**config.mk**
```make
export PLATFORM = sky130hd
export DESIGN_NAME = bin2bcd_seq
export DESIGN_NICKNAME = d
export VERILOG_FILES = /design/src/rtl/bin2bcd_pkg.sv /design/src/rtl/bin2bcd_seq_digit_adj.sv /design/src/rtl/bin2bcd_seq.sv
export SDC_FILE = /design/constraint.sdc
export NUM_CORES = 1
export LEC_CHECK = 0
export CAP_MARGIN = 40
export CORE_AREA = 2 2 115 117
export CTS_CLUSTER_SIZE = 14
export DETAILED_ROUTE_END_ITERATION = 12
export DIE_AREA = 0 0 117 119
export SLEW_MARGIN = 20
export SYNTH_ARGS = -nofsm -noshare
export SYNTH_HDL_FRONTEND = slang
export SYNTH_SLANG_ARGS = --single-unit
```
**constraint.sdc**
```tcl
create_clock -name CLK100MHZ -period 1.45 [get_ports CLK100MHZ]
set_input_delay 0.145 -clock CLK100MHZ [delete_from_list [all_inputs] [get_ports CLK100MHZ]]
set_output_delay 0.145 -clock CLK100MHZ [all_outputs]
set_load 0.02 [all_outputs]
```
**src/rtl/bin2bcd_pkg.sv**
```systemverilog
// Shared constants, FSM state encoding and sizing helper for the binary-to-BCD converter.
package bin2bcd_pkg;

  localparam int         DIGIT_W   = 4;
  localparam logic [3:0] ERR_DIGIT = 4'hF;

  typedef logic [1:0] state_t;
  localparam state_t IDLE  = 2'd0;
  localparam state_t SHIFT = 2'd1;
  localparam state_t DONE  = 2'd2;

  // Bit counter must hold the value BIN_W itself, hence +1.
  function automatic int cnt_w(input int bin_w);
    return $clog2(bin_w + 1);
  endfunction

endpackage

```
**src/rtl/bin2bcd_seq_digit_adj.sv**
```systemverilog
// Double-dabble digit correction: add 3 to a BCD digit that is 5 or more, no carry out.
module bcd_digit_adj
  import bin2bcd_pkg::*;
(
  input  logic [DIGIT_W-1:0] d_i,
  output logic [DIGIT_W-1:0] d_o
);

  assign d_o = (d_i >= DIGIT_W'(5)) ? d_i + DIGIT_W'(3) : d_i;

endmodule

```
**src/rtl/bin2bcd_seq.sv**
```systemverilog
// Iterative double-dabble binary-to-BCD converter, one shift per clock, results held.
// Define BIN2BCD_LZB_EN to build the leading-zero blanking mask; otherwise blank_mask is 0.
module bin2bcd_seq
  import bin2bcd_pkg::*;
#(
  parameter int BIN_W  = 27,
  parameter int DIGITS = 8
) (
  input  logic                CLK100MHZ,
  input  logic                rst,
  input  logic                in_valid,
  output logic                in_ready,
  input  logic [BIN_W-1:0]    in_bin,
  output logic                out_valid,
  output logic [4*DIGITS-1:0] out_bcd,
  output logic                overflow,
  output logic [DIGITS-1:0]   blank_mask
);

  localparam int BCD_W = DIGIT_W * DIGITS;
  localparam int CNT_W = cnt_w(BIN_W);

  state_t             state_q, state_d;
  logic [BIN_W-1:0]   bin_q, bin_d;
  logic [BCD_W-1:0]   acc_q, acc_d, acc_adj;
  logic               ovf_q, ovf_d;
  logic [CNT_W-1:0]   cnt_q, cnt_d;
  logic               vld_q, vld_d;
  logic [BCD_W-1:0]   bcd_q, bcd_d;
  logic               ovo_q, ovo_d;
  logic [DIGITS-1:0]  blank_q, blank_d;
  logic [DIGITS-1:0]  blank_calc;

  for (genvar g = 0; g < DIGITS; g++) begin : g_adj
    bcd_digit_adj u_adj (
      .d_i (acc_q[g*DIGIT_W +: DIGIT_W]),
      .d_o (acc_adj[g*DIGIT_W +: DIGIT_W])
    );
  end

`ifdef BIN2BCD_LZB_EN
  // A digit is blankable when it and every digit above it are zero; digit 0 always shows.
  logic hi_zero;
  always_comb begin
    blank_calc = '0;
    hi_zero    = 1'b1;
    for (int i = DIGITS-1; i > 0; i--) begin
      hi_zero       = hi_zero && (acc_q[i*DIGIT_W +: DIGIT_W] == '0);
      blank_calc[i] = hi_zero;
    end
  end
`else
  assign blank_calc = '0;
`endif

  always_comb begin
    state_d = state_q;
    bin_d   = bin_q;
    acc_d   = acc_q;
    ovf_d   = ovf_q;
    cnt_d   = cnt_q;
    vld_d   = 1'b0;
    bcd_d   = bcd_q;
    ovo_d   = ovo_q;
    blank_d = blank_q;
    case (state_q)
      IDLE: begin
        if (in_valid) begin
          bin_d   = in_bin;
          acc_d   = '0;
          ovf_d   = 1'b0;
          cnt_d   = CNT_W'(BIN_W);
          state_d = SHIFT;
        end
      end
      SHIFT: begin
        // The bit pushed out of the top digit means the value needs more digits.
        {acc_d, bin_d} = {acc_adj[BCD_W-2:0], bin_q, 1'b0};
        ovf_d          = ovf_q | acc_adj[BCD_W-1];
        cnt_d          = cnt_q - CNT_W'(1);
        if (cnt_q == CNT_W'(1)) state_d = DONE;
      end
      DONE: begin
        vld_d   = 1'b1;
        ovo_d   = ovf_q;
        bcd_d   = ovf_q ? {DIGITS{ERR_DIGIT}} : acc_q;
        blank_d = ovf_q ? '0 : blank_calc;
        state_d = IDLE;
      end
      default: state_d = IDLE;
    endcase
  end

  always_ff @(posedge CLK100MHZ) begin
    if (rst) begin
      state_q <= IDLE;
      bin_q   <= '0;
      acc_q   <= '0;
      ovf_q   <= 1'b0;
      cnt_q   <= '0;
      vld_q   <= 1'b0;
      bcd_q   <= '0;
      ovo_q   <= 1'b0;
      blank_q <= '0;
    end else begin
      state_q <= state_d;
      bin_q   <= bin_d;
      acc_q   <= acc_d;
      ovf_q   <= ovf_d;
      cnt_q   <= cnt_d;
      vld_q   <= vld_d;
      bcd_q   <= bcd_d;
      ovo_q   <= ovo_d;
      blank_q <= blank_d;
    end
  end

  assign in_ready   = (state_q == IDLE);
  assign out_valid  = vld_q;
  assign out_bcd    = bcd_q;
  assign overflow   = ovo_q;
  assign blank_mask = blank_q;

endmodule

```
==> results of run 1 <==
-- cell usage after synthesis (12+ instances only) --
master | count | area [um^2]
sky130_fd_sc_hd__o2111ai_1 | 16 | 140
sky130_fd_sc_hd__nor2_1 | 47 | 176
sky130_fd_sc_hd__ha_1 | 18 | 225
sky130_fd_sc_hd__nor3_1 | 65 | 325
sky130_fd_sc_hd__inv_1 | 38 | 143
sky130_fd_sc_hd__clkbuf_1 | 21 | 78.8
sky130_fd_sc_hd__nand3_1 | 32 | 160
sky130_fd_sc_hd__nand2_1 | 12 | 45.0
sky130_fd_sc_hd__a21oi_1 | 37 | 185
sky130_fd_sc_hd__buf_2 | 20 | 100
sky130_fd_sc_hd__dfxtp_1 | 101 | 2020
sky130_fd_sc_hd__o21ai_0 | 40 | 200
-- metal layers --
metal | track usage | share of wire | routed length (um) | vias to the layer above
met3 | 0.0310 | 0.035 | 423 | 22
li1 | - | - | - | 2249
met4 | 0.0897 | 0.024 | 284 | 0
met2 | 0.289 | 0.48 | 5730 | 92
met1 | 0.230 | 0.46 | 5570 | 2078
met5 | 0 | 0 | 0 | -
-- sequential cells by signal (all words and copies together), names as in the netlist --
signal,count
state_q,2
bin_q,27
overflow,1
acc_q,32
out_valid,1
out_bcd,32
cnt_q,5
ovf_q,1
-- layout make-up --
cell class / count / area [um^2]
multi-input cells: 398 / 2510
clock inverters: 2 / 35.0
fillers: 1253 / 6520
flip-flops and latches: 101 / 2030
clock buffers: 12 / 246
repair buffers: 113 / 1150
inverters: 40 / 150
well taps: 176 / 220
-- final timing paths --
check,depth (start not counted),slack [ps],start,to
max,1,30,out_bcd[21],out_bcd[21]
min,3,290,rst,acc_q[0]
max reg2reg,4,60,state_q[0],cnt_q[4]
min reg2reg,2,450,overflow,overflow
-- logic make-up after synthesis --
| kind of cell | count (synthesis) | synth area share |
|---|---|---|
| buffers and inverters | 95 | 0.0904 |
| adders and majority gates | 18 | 0.0456 |
| DFF | 101 | 0.409 |
| xor gates and xnor gates | 8 | 0.0142 |
| AOI/OAI and AO/OA | 164 | 0.227 |
| other | 1 | 0.000759 |
| and+or+nand+nor | 200 | 0.213 |
-- power by group through the flow --
stage	registers, uW	clock network (uW)	logic [uW]
6_report	2970	2360	765
5_1_grt	2980	2530	845
4_1_cts	2970	2430	757
3_5_place_dp	3030	0	758
3_3_place_gp	3030	0	746
2_1_floorplan	3020	0	471
-- what timing repair did --
action / in CTS / in global routing
setup buffers: 0 / 2
pin swaps: 0 / 3
gates resized for setup: 9 / 34
endpoints found under the setup margin: 83 / 47
-- through the flow --
stage               setup TNS [ps]  cell area (um^2)
floorplan                        0              4970
detailed placement           -4440              5970
finish                           0              6350
global route                     0              6350
global placement             -2880              5970
CTS                              0              6240
==> impl_summary.md, run 1 <==
Drt
The total via count after detailed routing is 4441. The initial DRC count is 254. The count of nets left with antenna violations after detail routing is 0. Using the TritonRoute via totals, the vias-per-cell ratio works out to 5.27. Dividing the detail-routed wire length by the instance count gives 14.3 um. After detailed routing, the number of remaining DRC violations is 0. The total wire length after detailed routing is 12000 um. The detailed-routing iteration count for the pre-antenna-repair pass is 4.

Final layout
The utilization of the core after routing is 0.493. After the last flow step, the layout net total stands at 711. The fraction of final layout cells with drive strength greater than 1 is 0.122.

The number of antenna repair diodes is 0. In the layout the commonest cells are sky130_fd_sc_hd__dfxtp_1, sky130_fd_sc_hd__nor3_1, sky130_fd_sc_hd__nor2_1. The most common library cell in the layout ignoring fill and taps is sky130_fd_sc_hd__dfxtp_1.

The area growth from synthesis to layout is 28.6%. The final instance count without filler cells is 842.

Worst setup path
Data on the critical path is required at its endpoint by 1310 ps. The launching element type of the critical path is a flop. The arrival time at the worst endpoint is 1280 ps. Walking the worst path, the cells encountered are clkdlybuf4s50_1. STA classifies the critical path endpoint as an output pin. The maximum single-stage delay on the critical path is 600 ps. The number of buffer and inverter stages on the critical path is 1. In this run the worst path has a maximum fanout of 2.

The critical path in this run is classified as reg -> out. The slowest stage of the critical path belongs to the cell sky130_fd_sc_hd__clkdlybuf4s50_1. In this design, the largest share of critical-path delay is due to buffers and inverters.

Floorplan
The die covers 13900 um^2. The region available for standard cell placement spans 12900 um^2. The top-level port count is 73. The die outline width is 117 um. After floorplanning, the core was divided into 42 placement rows. The initial core utilization is 0.384. The die is 119 um tall.

Logic synthesis
In this run, synthesis inferred 0 flip-flops with an integrated enable. The most instantiated flip-flop cell in the synthesis netlist is sky130_fd_sc_hd__dfxtp_1. The synthesized netlist occupies a cell area of 4940 um^2. The netlist uses 47 different library cells. The synthesis warning total is 0. Counting flops and latches in the post-synthesis netlist gives 101. The share of flip-flops with an asynchronous set or reset after synthesis is 0. The mean instance size in the synthesized netlist is 8.42 um^2. The post-synthesis sequential area ratio is 0.409. The cell count after synthesis is 587.

Placement
The HPWL after detailed placement is 7950 um. Input and output buffers added on the ports amount to 64. The pre-CTS worst setup slack is -204 ps. Counting tap cells, the placed design contains a total of 826 instances. The final weighted congestion in routability-driven placement is 0.796.

Power and ir drop
Of the total power, registers draw 0.487. The internal power of the cells totals 4610 uW. For this design the total switching power over the nets is 1480 uW.

Total power for the finished layout comes to 6090 uW. Of the total power, the share spent switching nets is 0.244. The proportion of power drawn by combinational gates is 0.126. The leakage power summed over all cells is 0.00268 uW.

The maximum vdd drop is 494 uV. The clock network fraction of total power is 0.388. Power spread over the standard cell area amounts to 959 nW/um^2.

STA
Subtracting the final worst setup slack from the clock period gives 1420 ps. The number of slew-limit violations in the final report came to 0. Once routing completed, OpenROAD measured the worst setup slack at 28.1 ps. Setup repair after global routing left no endpoint under its margin.

The worst-case clock skew is 4.08 ps. The post-route clock period utilization is 0.981. The final count of negative-setup-slack endpoints is 0. The number of hold-slack violations in the final timing report came to 0. Final hold analysis gives a worst-case slack of 289 ps.

Timing would allow up to 703 MHz.

Clocking
The clock tree from TritonCTS is yes. The number of clock buffers added by TritonCTS is 9. The count of hold-fix buffers inserted at cts is 0. The clock-pin slew on the worst setup and hold paths is 60 ps. The library cell used as clock root buffer is sky130_fd_sc_hd__clkbuf_16. No sink is reached through more buffers than the 2 on the longest clock path. In this run the number of H-tree levels came out at 3. For this design, the sink count on the clock tree is 101. The source-to-sink clock delay at the later pin of the worst-skew pair is 350 ps.

Global route
The number of global-route vias before repair is 4334. The first global-routing pass estimated 20200 um of wire. The initial antenna violation count is 0. The largest net degree at the start of global routing is 52. The total congestion overflow after global routing is 0. Across every metal layer, demand over resource in global routing totals 0.179.

Run status
The run finished with clean final reports.

Worst hold path
The worst hold path belongs to the class in -> reg.

Job
Across the run, the number of max-cap violations was 0.
Power figures use the tool's default switching activity.
==> run 2, diff against run 1 <==
- ABC_AREA: unset -> 1
- CORE_AREA: 2 2 115 117 -> 2 2 112 114
- DIE_AREA: 0 0 117 119 -> 0 0 114 116
==> run 2 against run 1 <==
Effect of this change: first-iteration DRC count fell by 15%; clock power fell by 6%; combinational power fell by 27%; final cell count rose by 4.2%; critical path type unchanged; non-clock buffer count fell by 33; power fell by 6.9%; clock skew rose by 2.5 ps; die area fell by 5.0%; global-route usage fell by 0.90 points; fmax barely moved; core utilization fell by 0.39 points.
==> impl_summary.md, run 2 <==
Worst setup path
The most critical setup path has its startpoint at out_bcd[18]. Setup slack on the worst reg-to-reg path comes out at 120 ps. The launching element type of the critical path is a flop.

The worst register-to-register path begins at acc_q[0]. The arrival time at the worst endpoint is 1280 ps. The slowest cell on the critical path is sky130_fd_sc_hd__clkdlybuf4s50_1. The end of the critical path is out_bcd[18]. The number of cells on the worst reg-to-reg path is 9. The worst register-to-register path ends at acc_q[4]. The worst setup path is of the reg -> out kind.

In this run the number of cells on the critical path is 1. For this run, the slowest stage of the critical path takes 600 ps. The worst setup path is captured at an output pin.

Traced cell by cell, the critical path runs through clkdlybuf4s50_1. The maximum fanout along the worst path is 2. For the worst setup path, the data required time is 1310 ps. Grouping stages by cell kind, the critical path spends the most delay in buffers and inverters. Together, buffers and inverters on the worst path number 1.

Clocking
After clock tree synthesis, the flow added hold-fix buffers numbering 0. In this run the number of H-tree levels came out at 3. The post-CTS setup buffer count is 0. In this run, CTS created clock tree buffers numbering 9. CTS placed an instance of sky130_fd_sc_hd__clkbuf_16 at the clock tree root. The number of clock sinks is 101. TritonCTS built the clock tree. Clock-pin slew was measured on the worst setup and hold paths at 70 ps. The clock reaches the later pin of the worst-skew pair after 350 ps. No sink is reached through more buffers than the 2 on the longest clock path.

Floorplan
The top-level port count is 73. The row count is 40. The die outline width is 114 um. The die covers 13200 um^2.

The floorplan step set the die height to 116 um. The core region is 11900 um^2. The initial core utilization is 0.396.

Drt
After detailed routing, the total wire length is 10800 um. Wire segments on met2 add up to 4940 um in the final route. The count of nets left with antenna violations after detail routing is 0. The number of vias per cell after detailed routing is 5.03. The total via count after detailed routing is 4413. For this run, the detailed router's first-pass iteration total came to 4. The highest metal layer carrying signal wires in the routed design is met4. The DRC violations left is 0. The wire length the detailed router placed on met1 is 5250 um. The initial DRC count is 217. The met3 wirelength from detailed routing is 439 um.

After detailed routing, the average wire length per cell comes to 12.4 um.

Global route
The total congestion overflow after global routing is 0. The combined global-route utilization of all metal layers is 0.170. Entering global routing, the biggest net connects 61 pins. The initial antenna violation count is 0. The global-route wire length before repair is 18300 um. The number of global-route vias before repair is 4079.

Logic synthesis
The library cell with the largest summed area after synthesis is sky130_fd_sc_hd__dfxtp_1. In this run, synthesis inferred 0 flip-flops with an integrated enable. The mean instance size in the synthesized netlist is 7.03 um^2.

The post-synthesis sequential area ratio is 0.429. The unique cell type count in the Yosys netlist is 23. After synthesis the cells add up to 4720 um^2. Of the post-synthesis cell area, the dominant cell type holds 0.429. For this run, asynchronously set or reset flops after synthesis account for 0.

sky130_fd_sc_hd__nand2_1 is the most common cell in the netlist. The most instantiated flip-flop cell in the synthesis netlist is sky130_fd_sc_hd__dfxtp_1. The synthesis warning total is 0.

The cell count after synthesis is 671. Counting flops and latches in the post-synthesis netlist gives 101. In the post-synthesis netlist, the biggest area contributors are sky130_fd_sc_hd__dfxtp_1, sky130_fd_sc_hd__nand2_1, sky130_fd_sc_hd__a21oi_1. After synthesis, the most frequently instantiated cells are sky130_fd_sc_hd__nand2_1, sky130_fd_sc_hd__dfxtp_1, sky130_fd_sc_hd__a21oi_1, sky130_fd_sc_hd__inv_1, sky130_fd_sc_hd__nor2_1.

STA
The highest clock frequency the design can meet is 704 MHz. The number of slew-limit violations in the final report was 0. The post-route clock period utilization is 0.980.

The final count of negative-setup-slack endpoints is 0. The worst-case clock skew is 6.59 ps. Subtracting the final worst setup slack from the clock period gives 1420 ps. On the final layout, the worst hold slack is 261 ps. The number of hold-slack violations in the final timing report is 0.

The final worst slack is 28.5 ps.

Power and ir drop
The maximum vdd drop is 436 uV. The post-route total power is 5670 uW. The leakage power summed over all cells is 0.00269 uW. Dividing total power by cell area gives a power density of 973 nW/um^2.

Worst hold path
The path class of the tightest hold or removal check is in -> reg.

Placement
Routability-driven placement finished with a final weighted congestion of 0.809. The number of placed instances, taps included, is 863. Input and output buffers added on the ports amount to 64. The HPWL after detailed placement is 7240 um.

The pre-CTS worst setup slack is 4.23 ps.

Job
The number of max-capacitance violations reported is 0.

Final layout
For this run, the post-layout net count is 775. The most common library cell in the layout ignoring fill and taps is sky130_fd_sc_hd__nand2_1. The number of antenna repair diodes is 0. The library cells used most frequently in the layout, excluding fill and tap cells, are sky130_fd_sc_hd__nand2_1, sky130_fd_sc_hd__dfxtp_1, sky130_fd_sc_hd__a21oi_1.

Excluding fillers, the count of instances in the completed layout stands at 877. The area growth from synthesis to layout is 23.6%. The fraction of final layout cells with drive strength greater than 1 is 0.0603.

The filler cell count in the final layout is 1165.

Run status
The flow ran to the end, and the final reports show no timing, DRC or antenna violations.
-- run 2: cell count changes after synthesis, sizes merged, moves of 10 or more --
cell     before  now
a31oi         1   18
nor3         65    2
nand4         0   16
nand3        32   46
o21a         10    0
nand2        12  207
o2111ai      16    0
a21oi        37   62
o211ai       16    5
nor2b        10    0
inv          38   55
-- run 2: cell families (layout without fill, tap and decap cells) --
logic type	Yosys count	in the layout	synth area share
AND/OR/NAND/NOR	322	322	0.280
AO/OA/AOI/OAI	132	132	0.149
flip-flops	101	101	0.429
buffers and inverters	97	149	0.0937
adder cells (fa/ha/maj)	18	18	0.0478
other	1	8	0.000795
-- run 2: worst min path at each step --
stage,from,end,depth (start not counted)
final,rst,acc_q[4],3
after global routing,rst,acc_q[4],3
after CTS,rst,acc_q[4],3
after detailed placement,out_bcd[27],out_bcd[27],2
after global placement,bin_q[0],bin_q[0],2
after floorplan,in_bin[0],bin_q[0],2
-- run 2: power breakdown --
part | total, uW | switching (uW) | leakage, uW | internal, uW
Sequential | 2900 | 47.2 | 0.000822 | 2860
Combinational | 561 | 343 | 0.00173 | 217
Clock | 2210 | 1020 | 0.000130 | 1190
Total | 5670 | 1410 | 0.00269 | 4260
-- run 2: cell type report --
class / count / area (um^2) / share of cell area
Timing Repair Buffer: 80 / 836 / 0.143
Clock inverter: 4 / 26.3 / 0.00451
Sequential cell: 101 / 2030 / 0.348
Multi-Input combinational cell: 480 / 2310 / 0.396
Inverter: 55 / 206 / 0.0354
Clock buffer: 10 / 239 / 0.0410
Tap cell: 147 / 184 / 0.0316
-- run 2: repair_timing --
action                     CTS  global route
resized for setup           11            26
setup endpoints to repair   11            26
pin swaps                    0             0
-- run 2: worst min-delay path: stages --
cell,delay (ps)
sky130_fd_sc_hd__buf_2,130
sky130_fd_sc_hd__buf_4,200
sky130_fd_sc_hd__nor2_1,100
-- run 2: routing by layer --
metal / track usage / vias up
met3: 0.0267 / 12
met5: 0 / -
li1: - / 2283
met1: 0.218 / 2019
met4: 0.0805 / 0
met2: 0.283 / 99
-- run 2: through the flow --
stage                     setup TNS, ps  utilization  instance area (um^2)
final                                 0        0.489                  5830
after floorplan                       0            -                  4740
after global placement                0        0.463                  5510
after global routing            -0.0966        0.489                  5830
after CTS                             0        0.484                  5760
after detailed placement              0        0.463                  5510
==> run 3, diff against run 2 <==
- TNS_END_PERCENT: unset -> 100
==> results of run 3 <==
Same layout as run 2: the final DEF is identical, and so are final timing and power.
